==> src/rtl/arm_pkg.sv <==
// Definitions shared by the ARM pipeline's data-memory path: SRAM controller
// state encoding, data-memory base address and SRAM data width.
package arm_pkg;

  typedef enum logic [1:0] {
    IDLE = 2'd0,
    LOW  = 2'd1,
    HIGH = 2'd2,
    DONE = 2'd3
  } sram_state_t;

  localparam int DATA_MEM_BASE = 1024;
  localparam int SRAM_DW       = 16;

endpackage

==> src/rtl/sram_ctrl_if.sv <==
// MEM-stage data-memory bus between the pipeline (master) and the SRAM
// controller (slave), plus the controller's FSM state for observation.
interface sram_ctrl_if;
  import arm_pkg::*;

  // Handshake: the master raises rd_en and/or wr_en together with address and
  // write_data and holds them until it sees ready=1; that ready cycle completes
  // the access (read_data valid for reads). ready=1 with no request means idle.
  logic        rd_en;
  logic        wr_en;
  logic [31:0] address;
  logic [31:0] write_data;
  logic [31:0] read_data;
  logic        ready;
  sram_state_t state;

  modport master (
    output rd_en, wr_en, address, write_data,
    input  read_data, ready, state
  );

  modport slave (
    input  rd_en, wr_en, address, write_data,
    output read_data, ready, state
  );

endinterface

==> src/rtl/sram_phase_counter.sv <==
// Cycle counter timing one half-word phase; last flags the phase's final cycle.
module sram_phase_counter #(
  parameter int HALF_CYCLES = 2
) (
  input  logic clk,
  input  logic rst,
  input  logic clear,
  input  logic inc,
  output logic last
);

  logic [3:0] count_q;

  always_ff @(posedge clk) begin
    if (rst || clear) begin
      count_q <= 4'd0;
    end else if (inc) begin
      count_q <= count_q + 4'd1;
    end
  end

  assign last = (count_q == 4'(HALF_CYCLES - 1));

endmodule

==> src/rtl/sram_ctrl.sv <==
// Data-memory controller: splits each 32-bit access into two half-word phases
// on an external 16-bit asynchronous SRAM; ready drops while an access runs.
module sram_ctrl
  import arm_pkg::*;
#(
  parameter int BASE_ADDR   = DATA_MEM_BASE,
  parameter int HALF_CYCLES = 2,
  parameter int SRAM_AW     = 18
) (
  input  logic               clk,
  input  logic               rst,
  sram_ctrl_if.slave         bus,
  output logic [SRAM_AW-1:0] sram_addr,
  output logic [SRAM_DW-1:0] sram_dq_out,
  input  logic [SRAM_DW-1:0] sram_dq_in,
  output logic               sram_dq_oe,
  output logic               sram_we_n
);

  sram_state_t        state_q, state_d;
  logic [SRAM_AW-2:0] widx_q;
  logic [31:0]        wdata_q;
  logic               is_wr_q;
  logic [31:0]        rdata_q;
  logic               req;
  logic               in_phase;
  logic               last;

  assign req      = bus.rd_en | bus.wr_en;
  assign in_phase = (state_q == LOW) || (state_q == HIGH);

  sram_phase_counter #(
    .HALF_CYCLES (HALF_CYCLES)
  ) u_phase_cnt (
    .clk   (clk),
    .rst   (rst),
    .clear (!in_phase || last),
    .inc   (in_phase),
    .last  (last)
  );

  always_comb begin
    state_d = state_q;
    case (state_q)
      IDLE:    if (req) state_d = LOW;
      LOW:     if (last) state_d = HIGH;
      HIGH:    if (last) state_d = DONE;
      DONE:    state_d = IDLE;
      default: state_d = IDLE;
    endcase
  end

  always_ff @(posedge clk) begin
    if (rst) begin
      state_q <= IDLE;
      widx_q  <= '0;
      wdata_q <= '0;
      is_wr_q <= 1'b0;
      rdata_q <= '0;
    end else begin
      state_q <= state_d;
      // A request with both enables set is a write.
      if (state_q == IDLE && req) begin
        widx_q  <= (SRAM_AW-1)'((bus.address - 32'(BASE_ADDR)) >> 2);
        wdata_q <= bus.write_data;
        is_wr_q <= bus.wr_en;
      end
      if (!is_wr_q && last && state_q == LOW)  rdata_q[15:0]  <= sram_dq_in;
      if (!is_wr_q && last && state_q == HIGH) rdata_q[31:16] <= sram_dq_in;
    end
  end

  // Strobe released in each phase's final cycle so the address is stable around it.
  assign sram_addr     = {widx_q, state_q == HIGH};
  assign sram_dq_out   = (state_q == HIGH) ? wdata_q[31:16] : wdata_q[15:0];
  assign sram_dq_oe    = is_wr_q && in_phase;
  assign sram_we_n     = !(is_wr_q && in_phase && !last);

  assign bus.ready     = (state_q == IDLE && !req) || (state_q == DONE);
  assign bus.read_data = rdata_q;
  assign bus.state     = state_q;

endmodule

==> src/flat_wrapper.sv <==
// flat-port wrapper written by rule: the top's interface ports become plain ports
module sram_ctrl_flat import arm_pkg::*;
#(
  parameter int BASE_ADDR   = DATA_MEM_BASE,
  parameter int HALF_CYCLES = 2,
  parameter int SRAM_AW     = 18
)
  (clk, rst, sram_addr, sram_dq_out, sram_dq_in, sram_dq_oe, sram_we_n, bus_rd_en, bus_wr_en, bus_address, bus_write_data, bus_read_data, bus_ready, bus_state);
  sram_ctrl_if bus_i ();
  input  logic clk;
  input  logic rst;
  output logic [SRAM_AW-1:0] sram_addr;
  output logic [SRAM_DW-1:0] sram_dq_out;
  input  logic [SRAM_DW-1:0] sram_dq_in;
  output logic sram_dq_oe;
  output logic sram_we_n;
  input wire logic [$bits(bus_i.rd_en)-1:0] bus_rd_en;
  input wire logic [$bits(bus_i.wr_en)-1:0] bus_wr_en;
  input wire logic [$bits(bus_i.address)-1:0] bus_address;
  input wire logic [$bits(bus_i.write_data)-1:0] bus_write_data;
  output wire logic [$bits(bus_i.read_data)-1:0] bus_read_data;
  output wire logic [$bits(bus_i.ready)-1:0] bus_ready;
  output wire logic [$bits(bus_i.state)-1:0] bus_state;
  assign bus_i.rd_en = bus_rd_en;
  assign bus_i.wr_en = bus_wr_en;
  assign bus_i.address = bus_address;
  assign bus_i.write_data = bus_write_data;
  assign bus_read_data = bus_i.read_data;
  assign bus_ready = bus_i.ready;
  assign bus_state = bus_i.state;
  sram_ctrl #(.BASE_ADDR(BASE_ADDR), .HALF_CYCLES(HALF_CYCLES), .SRAM_AW(SRAM_AW)) u_core (.clk(clk), .rst(rst), .bus(bus_i), .sram_addr(sram_addr), .sram_dq_out(sram_dq_out), .sram_dq_in(sram_dq_in), .sram_dq_oe(sram_dq_oe), .sram_we_n(sram_we_n));
endmodule
==> config.mk <==
export PLATFORM = sky130hd
export DESIGN_NAME = sram_ctrl_flat
export DESIGN_NICKNAME = d
export VERILOG_FILES = /design/src/rtl/arm_pkg.sv /design/src/rtl/sram_ctrl_if.sv /design/src/rtl/sram_phase_counter.sv /design/src/rtl/sram_ctrl.sv /design/src/flat_wrapper.sv
export SDC_FILE = /design/constraint.sdc
export NUM_CORES = 1
export LEC_CHECK = 0
export CAP_MARGIN = 0
export CORE_AREA = 2 2 85 107
export DETAILED_ROUTE_END_ITERATION = 8
export DIE_AREA = 0 0 87 109
export PLACE_DENSITY = 0.82
export SYNTH_ARGS = -nofsm -noshare
export SYNTH_HDL_FRONTEND = slang
export SYNTH_SLANG_ARGS = --single-unit
==> constraint.sdc <==
create_clock -name clk -period 3.9 [get_ports clk]
set_clock_uncertainty 0.15 [all_clocks]
set_input_delay 0.585 -clock clk [delete_from_list [all_inputs] [get_ports clk]]
set_output_delay 0.585 -clock clk [all_outputs]
set_load 0.01 [all_outputs]
# Yosys cells after proc, flatten, opt, wreduce, memory -nomap -nowiden
# Index checks and enable logic that the tools add are counted.
[totals]
out_inout_bits = 71
inputBits = 84
reg_bits = 88
word_cells = 40
[classes]
n_reduce_logical = 18
addsub = 2
bitwise = 1
n_mux = 5
n_eq_ne = 7
[ops]
columns = ["cell", "n"]
rows = [
  ["$sub A19 B11 Y19 const B", 1],
  ["$mux W16", 1],
  ["$pmux W2 S4", 1],
  ["$logic_and A1 B1 Y1", 7],
  ["$mux W2", 3],
  ["$ne A2 B1 Y1 const B", 3],
  ["$logic_not A1 Y1", 5],
  ["$add A4 B1 Y4 const B", 1],
  ["$eq A2 B2 Y1 const B", 2],
  ["$eq A4 B1 Y1 const B", 1],
  ["$logic_or A1 B1 Y1", 4],
  ["$reduce_and A3 Y1", 1],
  ["$eq A2 B1 Y1 const B", 1],
  ["$logic_not A2 Y1", 1],
  ["$or A1 B1 Y1", 1],
]

# Depth between registers and ports, before layout
# Gate-level depths: netlist of the first run.
[logic_depth]
ltp_word = 5
mapped_depth = 7
depth_no_buf = 5

# Cells and area by module
# Synthesis of the first run repeated with hierarchy kept, for this count alone.
[unflattened]
cells_unflattened = 428
hier_area_um2 = 3507.1
[by_module_without_submodules]
columns = ["mod", "seq_area_each_um2", "n_inst", "area_each_um2", "cells_per_inst"]
rows = [
  ["sram_ctrl", 1681.6, 1, 3308.2, 408],
  ["sram_phase_counter", 80.1, 1, 198.9, 20],
]

# Worst setup path after synthesis of the first run
# No wires, ideal clock.
[synth_timing]
kind = "reg2out"
startpoint = "reg u_core.state_q[0], in the netlist u_core.bus.state[0]"
endpoint = "out sram_dq_out[10]"
setup_slack_ns = 1.430
path_stages_with_launch = 6
t_required_ns = 3.165
arrival_ns = 1.735
path_cell_list = "dfxtp_1 inv_1 ha_1 clkbuf_1 clkbuf_1 mux2_2"
[synth_between]
elab_chain_cells = 2
[synth_rtl]
columns = ["item", "line", "rtl"]
rows = [
  ["start: declaration", "sram_ctrl.sv:20", "sram_state_t state_q, state_d;"],
  ["start signal: assignment", "sram_ctrl.sv:61", "state_q <= state_d;"],
  ["$eq A2 B2 Y1", "n/a", ""],
  ["net sram_addr[0]", "flat_wrapper.sv:12", "output logic [SRAM_AW-1:0] sram_addr;"],
  ["$mux W16", "sram_ctrl.sv:75", "assign sram_dq_out = (state_q == HIGH) ? wdata_q[31:16] : wdata_q[15:0];"],
  ["end: declaration", "flat_wrapper.sv:13", "output logic [SRAM_DW-1:0] sram_dq_out;"],
]
# The timed path passes the listed nets, and every way through them passes these cells.

# Final worst setup path of the first run
[layout_timing]
startpoint = "reg u_core.state_q[0], in the netlist u_core.bus.state[0]"
endpoint = "out sram_dq_out[5]"
[layout_between]
elab_chain_cells = 2
[layout_rtl]
columns = ["item", "line"]
rows = [
  ["$eq A2 B2 Y1", "sram_ctrl.sv:75"],
  ["$mux W16", "sram_ctrl.sv:75"],
]
# Every way passes these cells.

==> summary.txt, run 1 <==
Clocking
  • Clk_lat worst skew: ~0.34 ns
  • Root buffer cell: clkbuf_8
  • H-tree levels: 3
  • Post-CTS Setup Bufs: 0
  • Hold-fix buffers at CTS: 0
  • Clock transition at path regs: 0.08 ns
  • CTS tree: built
  • CTS Buffer Depth: 2
  • Post-CTS sizing: 0
  • CTS sink cnt: a little under 90
  • CTS Buf Count: 9

Drt
  • Drt total wl: 8750 um
  • Detailed-route DRC error count: 0
  • Iter 0 DRT Violations: 94
  • WL/cell: between 10 and 15 um
  • Vias: between 3000 and 4000
  • Vias per cell: roughly 5
  • Post-DRT Antenna Nets: 0
  • DRT Pass-1 Iters: 4

STA
  • Slew headroom: 0.364
  • Fin crit share: 0.833
  • Fmax: between 0.3 and 0.4 GHz
  • Fin. max-slew vios: 0
  • Final Hold Viols: 0
  • Finish-stage setup viols: 0
  • Min Tclk post-route: between 3 and 4 ns
  • Setup TNS: 0 ns
  • RSZ-0062 raised after global routing: false
  • Worst-Margin Slew: between 0.9 and 1 ns

Floorplan
  • Core ar.: approximately 8500 um2
  • # rows: 38
  • Initial core utilization: 0.436
  • Die Area: between 9000 and 10000 um2
  • Die X-Extent: a little under 90 um
  • I/O pins: about 160
  • Die Y: ~110 um

Yosys
  • Compound-Gate Fraction of Synth Area: 0.0921
  • YS warnings: 0
  • Post-synth ARST share: 0
  • Mux contribution to synthesized area: 0.138
  • Main combinational cell family by area after synthesis: simple AND/OR/NAND/NOR gates
  • Adder-Cell Fraction of Synth Area: 0.0236
  • Mean Syn Cell Area: about 9 um2
  • Synth Cell Area: about 3700 um2
  • Xor/xnor share of the synthesized area: 0.0118
  • Flops & latches, synth: 88
  • Post-synth EDFFs: 0
  • Ys flop type: dfxtp_1
  • Synth Instances: between 400 and 500
  • Cell variety after synth: 37
  • Synth Net Count: just under 500
  • Seq/Total Area, Yosys: 0.475
  • Synth Area in Simple Gates: 0.220

Worst setup path
  • Reg2reg setup slack: roughly 1.6 ns
  • Critical R2R Launch: u_core.bus.state[0]$_SDFFE_PP0P_
  • Crit path kind: reg2out
  • Startpoint Class: register
  • Crit-path max FO: 20
  • Crit path DAT: around 2.5 ns
  • Worst R2R End: u_core.bus.read_data[23]$_SDFFE_PP0P_
  • Worst Path Required: approximately 3.2 ns
  • Worst Reg-to-Reg Cells: 5
  • Endpoint class of the critical path: output pin
  • Setup crit end: sram_dq_out[5]
  • CP Launch Point: u_core.bus.state[0]$_SDFFE_PP0P_

GRT
  • Global-route wire length before repair: ~14000 um
  • Initial antenna violation count: 0
  • Vias in the first global route: between 3000 and 4000
  • GRT Total Usage: 0.186
  • Overflow after GRT: 0
  • Largest net degree at the start of global routing: between 50 and 60

Place
  • Post-DP HPWL: 6320 um
  • Placer Congestion: 0.810
  • Port Buffer Count: ~140

Finish
  • Final core occ: 0.629
  • Area growth from synthesis to layout: 44.4%
  • Nets: 624
  • Share of cells above drive strength 1: 0.0782
  • Ant diodes: 0

Min path
  • Hold WC Path Type: reg2reg

Pwr
  • Maximum vdd drop: 0.375 mV
  • Combinational share of power: 0.399
  • P_leak: 2.08 nW
  • Clk pwr share: 0.212
  • Sequential power share: 0.388
  • Pwr per Cell Area: between 500 and 600 nW/um2
  • P_sw: between 0.0009 and 0.001 W
  • Internal Power: between 0.002 and 0.0025 W
  • Switching Share: 0.331

Run
  • Max-cap viol count: 0

Status
  • Status: completed
registers in the layout (all words and copies together), names as in the netlist:
name                        flops
u_core.bus.read_data           32
u_core.wdata_q                 32
u_core.widx_q                  17
u_core.u_phase_cnt.count_q      4
u_core.bus.state                2
u_core.is_wr_q                  1
how the worst min path moves through the flow:
stage	from	to	slack, ns	depth (start not counted)
3_5_place_dp	u_core.wdata_q[9]$_SDFFE_PP0P_	u_core.wdata_q[9]$_SDFFE_PP0P_	0.30	2
5_1_grt	u_core.wdata_q[23]$_SDFFE_PP0P_	u_core.wdata_q[23]$_SDFFE_PP0P_	0.32	2
4_1_cts	u_core.wdata_q[9]$_SDFFE_PP0P_	u_core.wdata_q[9]$_SDFFE_PP0P_	0.31	2
6_report	u_core.wdata_q[3]$_SDFFE_PP0P_	u_core.wdata_q[3]$_SDFFE_PP0P_	0.31	2
3_3_place_gp	u_core.wdata_q[22]$_SDFFE_PP0P_	u_core.wdata_q[22]$_SDFFE_PP0P_	0.29	2
2_1_floorplan	u_core.wdata_q[16]$_SDFFE_PP0P_	u_core.wdata_q[16]$_SDFFE_PP0P_	0.28	2
power by group through the flow:
stage	Combinational, W	Clock [W]	Sequential (W)
after floorplan	0.000659	0	0.00120
final	0.00120	0.000635	0.00116
after CTS	0.00121	0.000661	0.00117
after detailed placement	0.00120	0	0.00118
after global placement	0.00118	0	0.00117
after global routing	0.00131	0.000697	0.00118
cells in the final DEF (no fill, tap or decap), types with 2 or more instances in the layout:
cell,netlist,layout
a211oi_1,10,10
nor2_1,12,12
xor2_1,2,2
a21oi_1,41,41
buf_4,1,3
nor3_1,2,2
mux2_2,16,16
o21bai_1,2,2
xnor2_1,3,3
nor4_1,2,2
inv_1,5,5
ha_1,7,7
nand4_1,3,3
nor3b_1,5,4
dfxtp_1,88,88
mux2i_1,33,33
nand2_1,84,84
nand2b_1,50,50
clkdlybuf4s50_1,0,138
clkinv_2,0,2
clkbuf_8,0,12
cell type report:
| type | count | area, um2 |
|---|---|---|
| fill | 708 | 3160 |
| multi-input combinational | 286 | 1820 |
| sequential | 88 | 1760 |
| timing repair buffer | 143 | 1430 |
| clock buffer | 12 | 165 |
| tap | 100 | 125 |
| clock inverter | 3 | 40.0 |
| inverter | 5 | 18.8 |
stage by stage:
step           hold WS (ns)  cell area, um2  setup WS, ns  power [W]  std cells
2_1_floorplan         0.283            3710          1.43    0.00186        406
3_3_place_gp          0.290            5150          1.04    0.00235        622
5_1_grt               0.324            5360         0.509    0.00319        637
3_5_place_dp          0.297            5150          1.01    0.00239        622
6_report              0.307            5360         0.650    0.00300        637
4_1_cts               0.308            5360         0.593    0.00304        637
cells in the mapped netlist (2+ instances only):
| cell type | number | area [um2] |
|---|---|---|
| nor3b_1 | 5 | 37.5 |
| xnor2_1 | 3 | 26.3 |
| nor2_1 | 12 | 45.0 |
| xor2_1 | 2 | 17.5 |
| nand2b_1 | 50 | 313 |
| nand4_1 | 3 | 18.8 |
| ha_1 | 7 | 87.6 |
| mux2i_1 | 33 | 330 |
| mux2_2 | 16 | 180 |
| nor3_1 | 2 | 10.0 |
| dfxtp_1 | 88 | 1760 |
| a21oi_1 | 41 | 205 |
| buf_1 | 2 | 7.51 |
| clkbuf_1 | 21 | 78.8 |
| o21bai_1 | 2 | 15.0 |
| inv_1 | 5 | 18.8 |
| a211oi_1 | 10 | 75.1 |
| nand2_1 | 84 | 315 |
| nor4_1 | 2 | 12.5 |
per-layer routing:
layer	up-vias	GRT usage	part of all wire
met1	1438	0.215	0.42
met4	0	0.0748	0.020
met2	117	0.321	0.48
li1	1605	-	-
met5	-	0	0
met3	13	0.0545	0.080
cells by family after synthesis:
family	after synthesis
compound gates	59
xor+xnor	5
fa+ha+maj	7
buf+inv	32
flops	88
mux	49
simple gates	166
critical path: stages, from the launching register on:
cell and delay, ns:
dfxtp_1 0.35, inv_1 0.11, ha_1 0.80, mux2_2 0.42
clkdlybuf4s50_1 0.49
No activity file was read; power rests on OpenSTA's default activity.
==> inputs of run 2 (changes only) <==
Settings changed: CORE_AREA 2 2 85 107 to 2 2 87 109, DIE_AREA 0 0 87 109 to 0 0 89 111, PLACE_DENSITY 0.82 to 0.79.
Clock period 3.9 ns to 3 ns, I/O delays scaled along.
==> run 2 against run 1 <==
Sequential power is 31% higher. Final cell count is 3.8% higher. Cell area is 2.4% higher. Die area is 4.2% higher. Register-to-register slack worse by 0.84 ns. Largest cell class unchanged. Utilization is 1.9 points lower. First-iteration DRC count is 13% lower.
==> summary.txt, run 2 (synthesis gave the netlist of run 1 again) <==
Worst setup path
  • Delay of the slowest critical-path stage: 0.53 ns
  • Reg2reg setup slack: around 0.74 ns
  • Startpoint Class: register
  • Critical R2R Launch: u_core.u_phase_cnt.count_q[0]$_SDFFE_PP0N_
  • Endpoint class of the critical path: output pin
  • Crit path DAT: ~2.2 ns
  • Worst R2R End: u_core.bus.read_data[7]$_SDFFE_PP0P_
  • CP max-delay cell: ha_2
  • Crit path kind: reg2out
  • Crit path cell chain: inv_1, ha_2, mux2_2, clkdlybuf4s50_1
  • Worst Reg-to-Reg Cells: 4
  • Crit-path max FO: 20
  • Worst Path Required: ~2.4 ns

Finish
  • Area growth from synthesis to layout: 47.8%
  • Commonest non-fill, non-tap cell in the layout: clkdlybuf4s50_1
  • Share of cells above drive strength 1: 0.0818
  • Most frequent cells in the layout: 138 x clkdlybuf4s50_1, 88 x dfxtp_1, 84 x nand2_1, 50 x nand2b_1, 41 x a21oi_1
  • Storage cell area: roughly 1800 um2
  • Final instance area: ~5500 um2
  • Nets: between 600 and 700
  • Ant diodes: 0
  • Fin cells: between 600 and 700
  • Fill cells: around 790
  • Area of the multi-input gates: 1820 um2

Place
  • Port Buffer Count: about 140
  • DP Cell Count: roughly 650
  • Placer Congestion: 0.770
  • Post-place setup slack: 0.261 ns
  • Post-DP HPWL: around 6200 um
  • Placed Area: a little over 5000 um2

Clocking
  • CTS sink cnt: slightly below 90
  • Hold-fix buffers at CTS: 0
  • Clk_lat worst skew: approximately 0.33 ns
  • CTS tree: built
  • Clock transition at path regs: roughly 0.06 ns
  • H-tree levels: 3
  • Post-CTS sizing: 1
  • Root buffer cell: clkbuf_16
  • CTS Buf Count: 9
  • CTS Buffer Depth: 2
  • Post-CTS Setup Bufs: 0

GRT
  • GRT Total Usage: 0.178
  • Global-route wire length before repair: ~14000 um
  • Initial antenna violation count: 0
  • Overflow after GRT: 0
  • Vias in the first global route: between 3000 and 4000
  • Largest net degree at the start of global routing: 53

Floorplan
  • Initial core utilization: 0.413
  • # rows: 39
  • Die Y: 111 um
  • Die Area: 9880 um2
  • Core ar.: approximately 9000 um2
  • I/O pins: around 160
  • Die X-Extent: 89 um

Status
  • Status: completed

Drt
  • Vias per cell: between 4 and 5
  • DRT Pass-1 Iters: 4
  • Detailed-route DRC error count: 0
  • WL/cell: ~13 um
  • Vias: about 3200
  • Post-DRT Antenna Nets: 0
  • Drt total wl: 8750 um
  • Iter 0 DRT Violations: 82

Pwr
  • P_leak: 2.12 nW
  • Pwr per Cell Area: between 700 and 800 nW/um2
  • Maximum vdd drop: 0.457 mV

STA
  • Fin crit share: 0.933
  • Final Hold Viols: 0
  • Setup TNS: 0 ns
  • Finish-stage setup viols: 0
  • Worst-Margin Slew: approximately 0.94 ns
  • Fin. max-slew vios: 0
  • Min Tclk post-route: between 2 and 3 ns
  • Worst Setup Slack, final: roughly 0.2 ns
  • RSZ-0062 raised after global routing: false
  • Fmax: approximately 0.36 GHz
  • Slew headroom: 0.372

Min path
  • Hold WC Path Type: reg2reg
  • Worst Hold Launch: u_core.wdata_q[23]$_SDFFE_PP0P_
  • Worst Hold Endpoint: u_core.wdata_q[23]$_SDFFE_PP0P_
  • Hold Crit Depth: 2

Run
  • Max-cap viol count: 0
-- run 2: changes by cell type in the layout (fill, tap and decap cells not counted) --
cell,before,now
ha_1,7,6
clkinv_2,2,1
clkbuf_16,0,9
bufinv_16,1,0
clkbuf_8,12,4
buf_4,3,4
ha_2,0,1
clkinvlp_4,0,1
-- run 2: critical path, delay by kind of cell (launching register included) --
family | cells | cell delay, ns
muxes | 1 | 0.40
adders and majority gates | 1 | 0.53
DFF | 1 | 0.34
buffers and inverters | 2 | 0.58
-- run 2: layout make-up --
type / count / share of cell area
multi-input cells: 286 / 0.332
repair buffers: 144 / 0.262
inverters: 5 / 0.00342
clock inverters: 2 / 0.00228
flip-flops and latches: 88 / 0.321
clock buffers: 13 / 0.0511
well taps: 123 / 0.0281
-- run 2: metrics by stage --
step | utilization | hold WS (ns) | total power [W]
finish | 0.611 | 0.304 | 0.00413
global route | 0.611 | 0.321 | 0.00438
CTS | 0.611 | 0.304 | 0.00418
detailed placement | 0.578 | 0.296 | 0.00310
global placement | 0.578 | 0.290 | 0.00306
floorplan | - | 0.283 | 0.00242
-- run 2: worst max-delay path by stage --
stage | startpoint | to | slack (ns) | depth (start not counted)
after global routing | u_core.bus.state[0]$_SDFFE_PP0P_ | sram_dq_out[1] | 0.12 | 4
after CTS | u_core.bus.state[0]$_SDFFE_PP0P_ | sram_dq_out[1] | 0.19 | 4
final | u_core.bus.state[0]$_SDFFE_PP0P_ | sram_dq_out[1] | 0.20 | 4
after detailed placement | u_core.bus.state[0]$_SDFFE_PP0P_ | sram_dq_out[1] | 0.26 | 4
after floorplan | u_core.bus.state[0]$_SDFFE_PP0P_ | sram_dq_out[10] | 0.66 | 5
after global placement | u_core.bus.state[0]$_SDFFE_PP0P_ | sram_dq_out[1] | 0.31 | 4
-- run 2: per-layer routing --
| metal | up-vias | wire length, um | global-route usage |
|---|---|---|---|
| met5 | - | 0 | 0 |
| met4 | 0 | 162 | 0.0776 |
| met3 | 13 | 682 | 0.0536 |
| met2 | 116 | 4250 | 0.304 |
| met1 | 1461 | 3660 | 0.198 |
| li1 | 1611 | - | - |
-- run 2: where the power goes --
| group | switching, W | total [W] | internal [W] |
|---|---|---|---|
| combinational | 0.000773 | 0.00155 | 0.000773 |
| sequential | 0.000126 | 0.00152 | 0.00139 |
| clock | 0.000421 | 0.00107 | 0.000645 |
| total | 0.00132 | 0.00413 | 0.00281 |
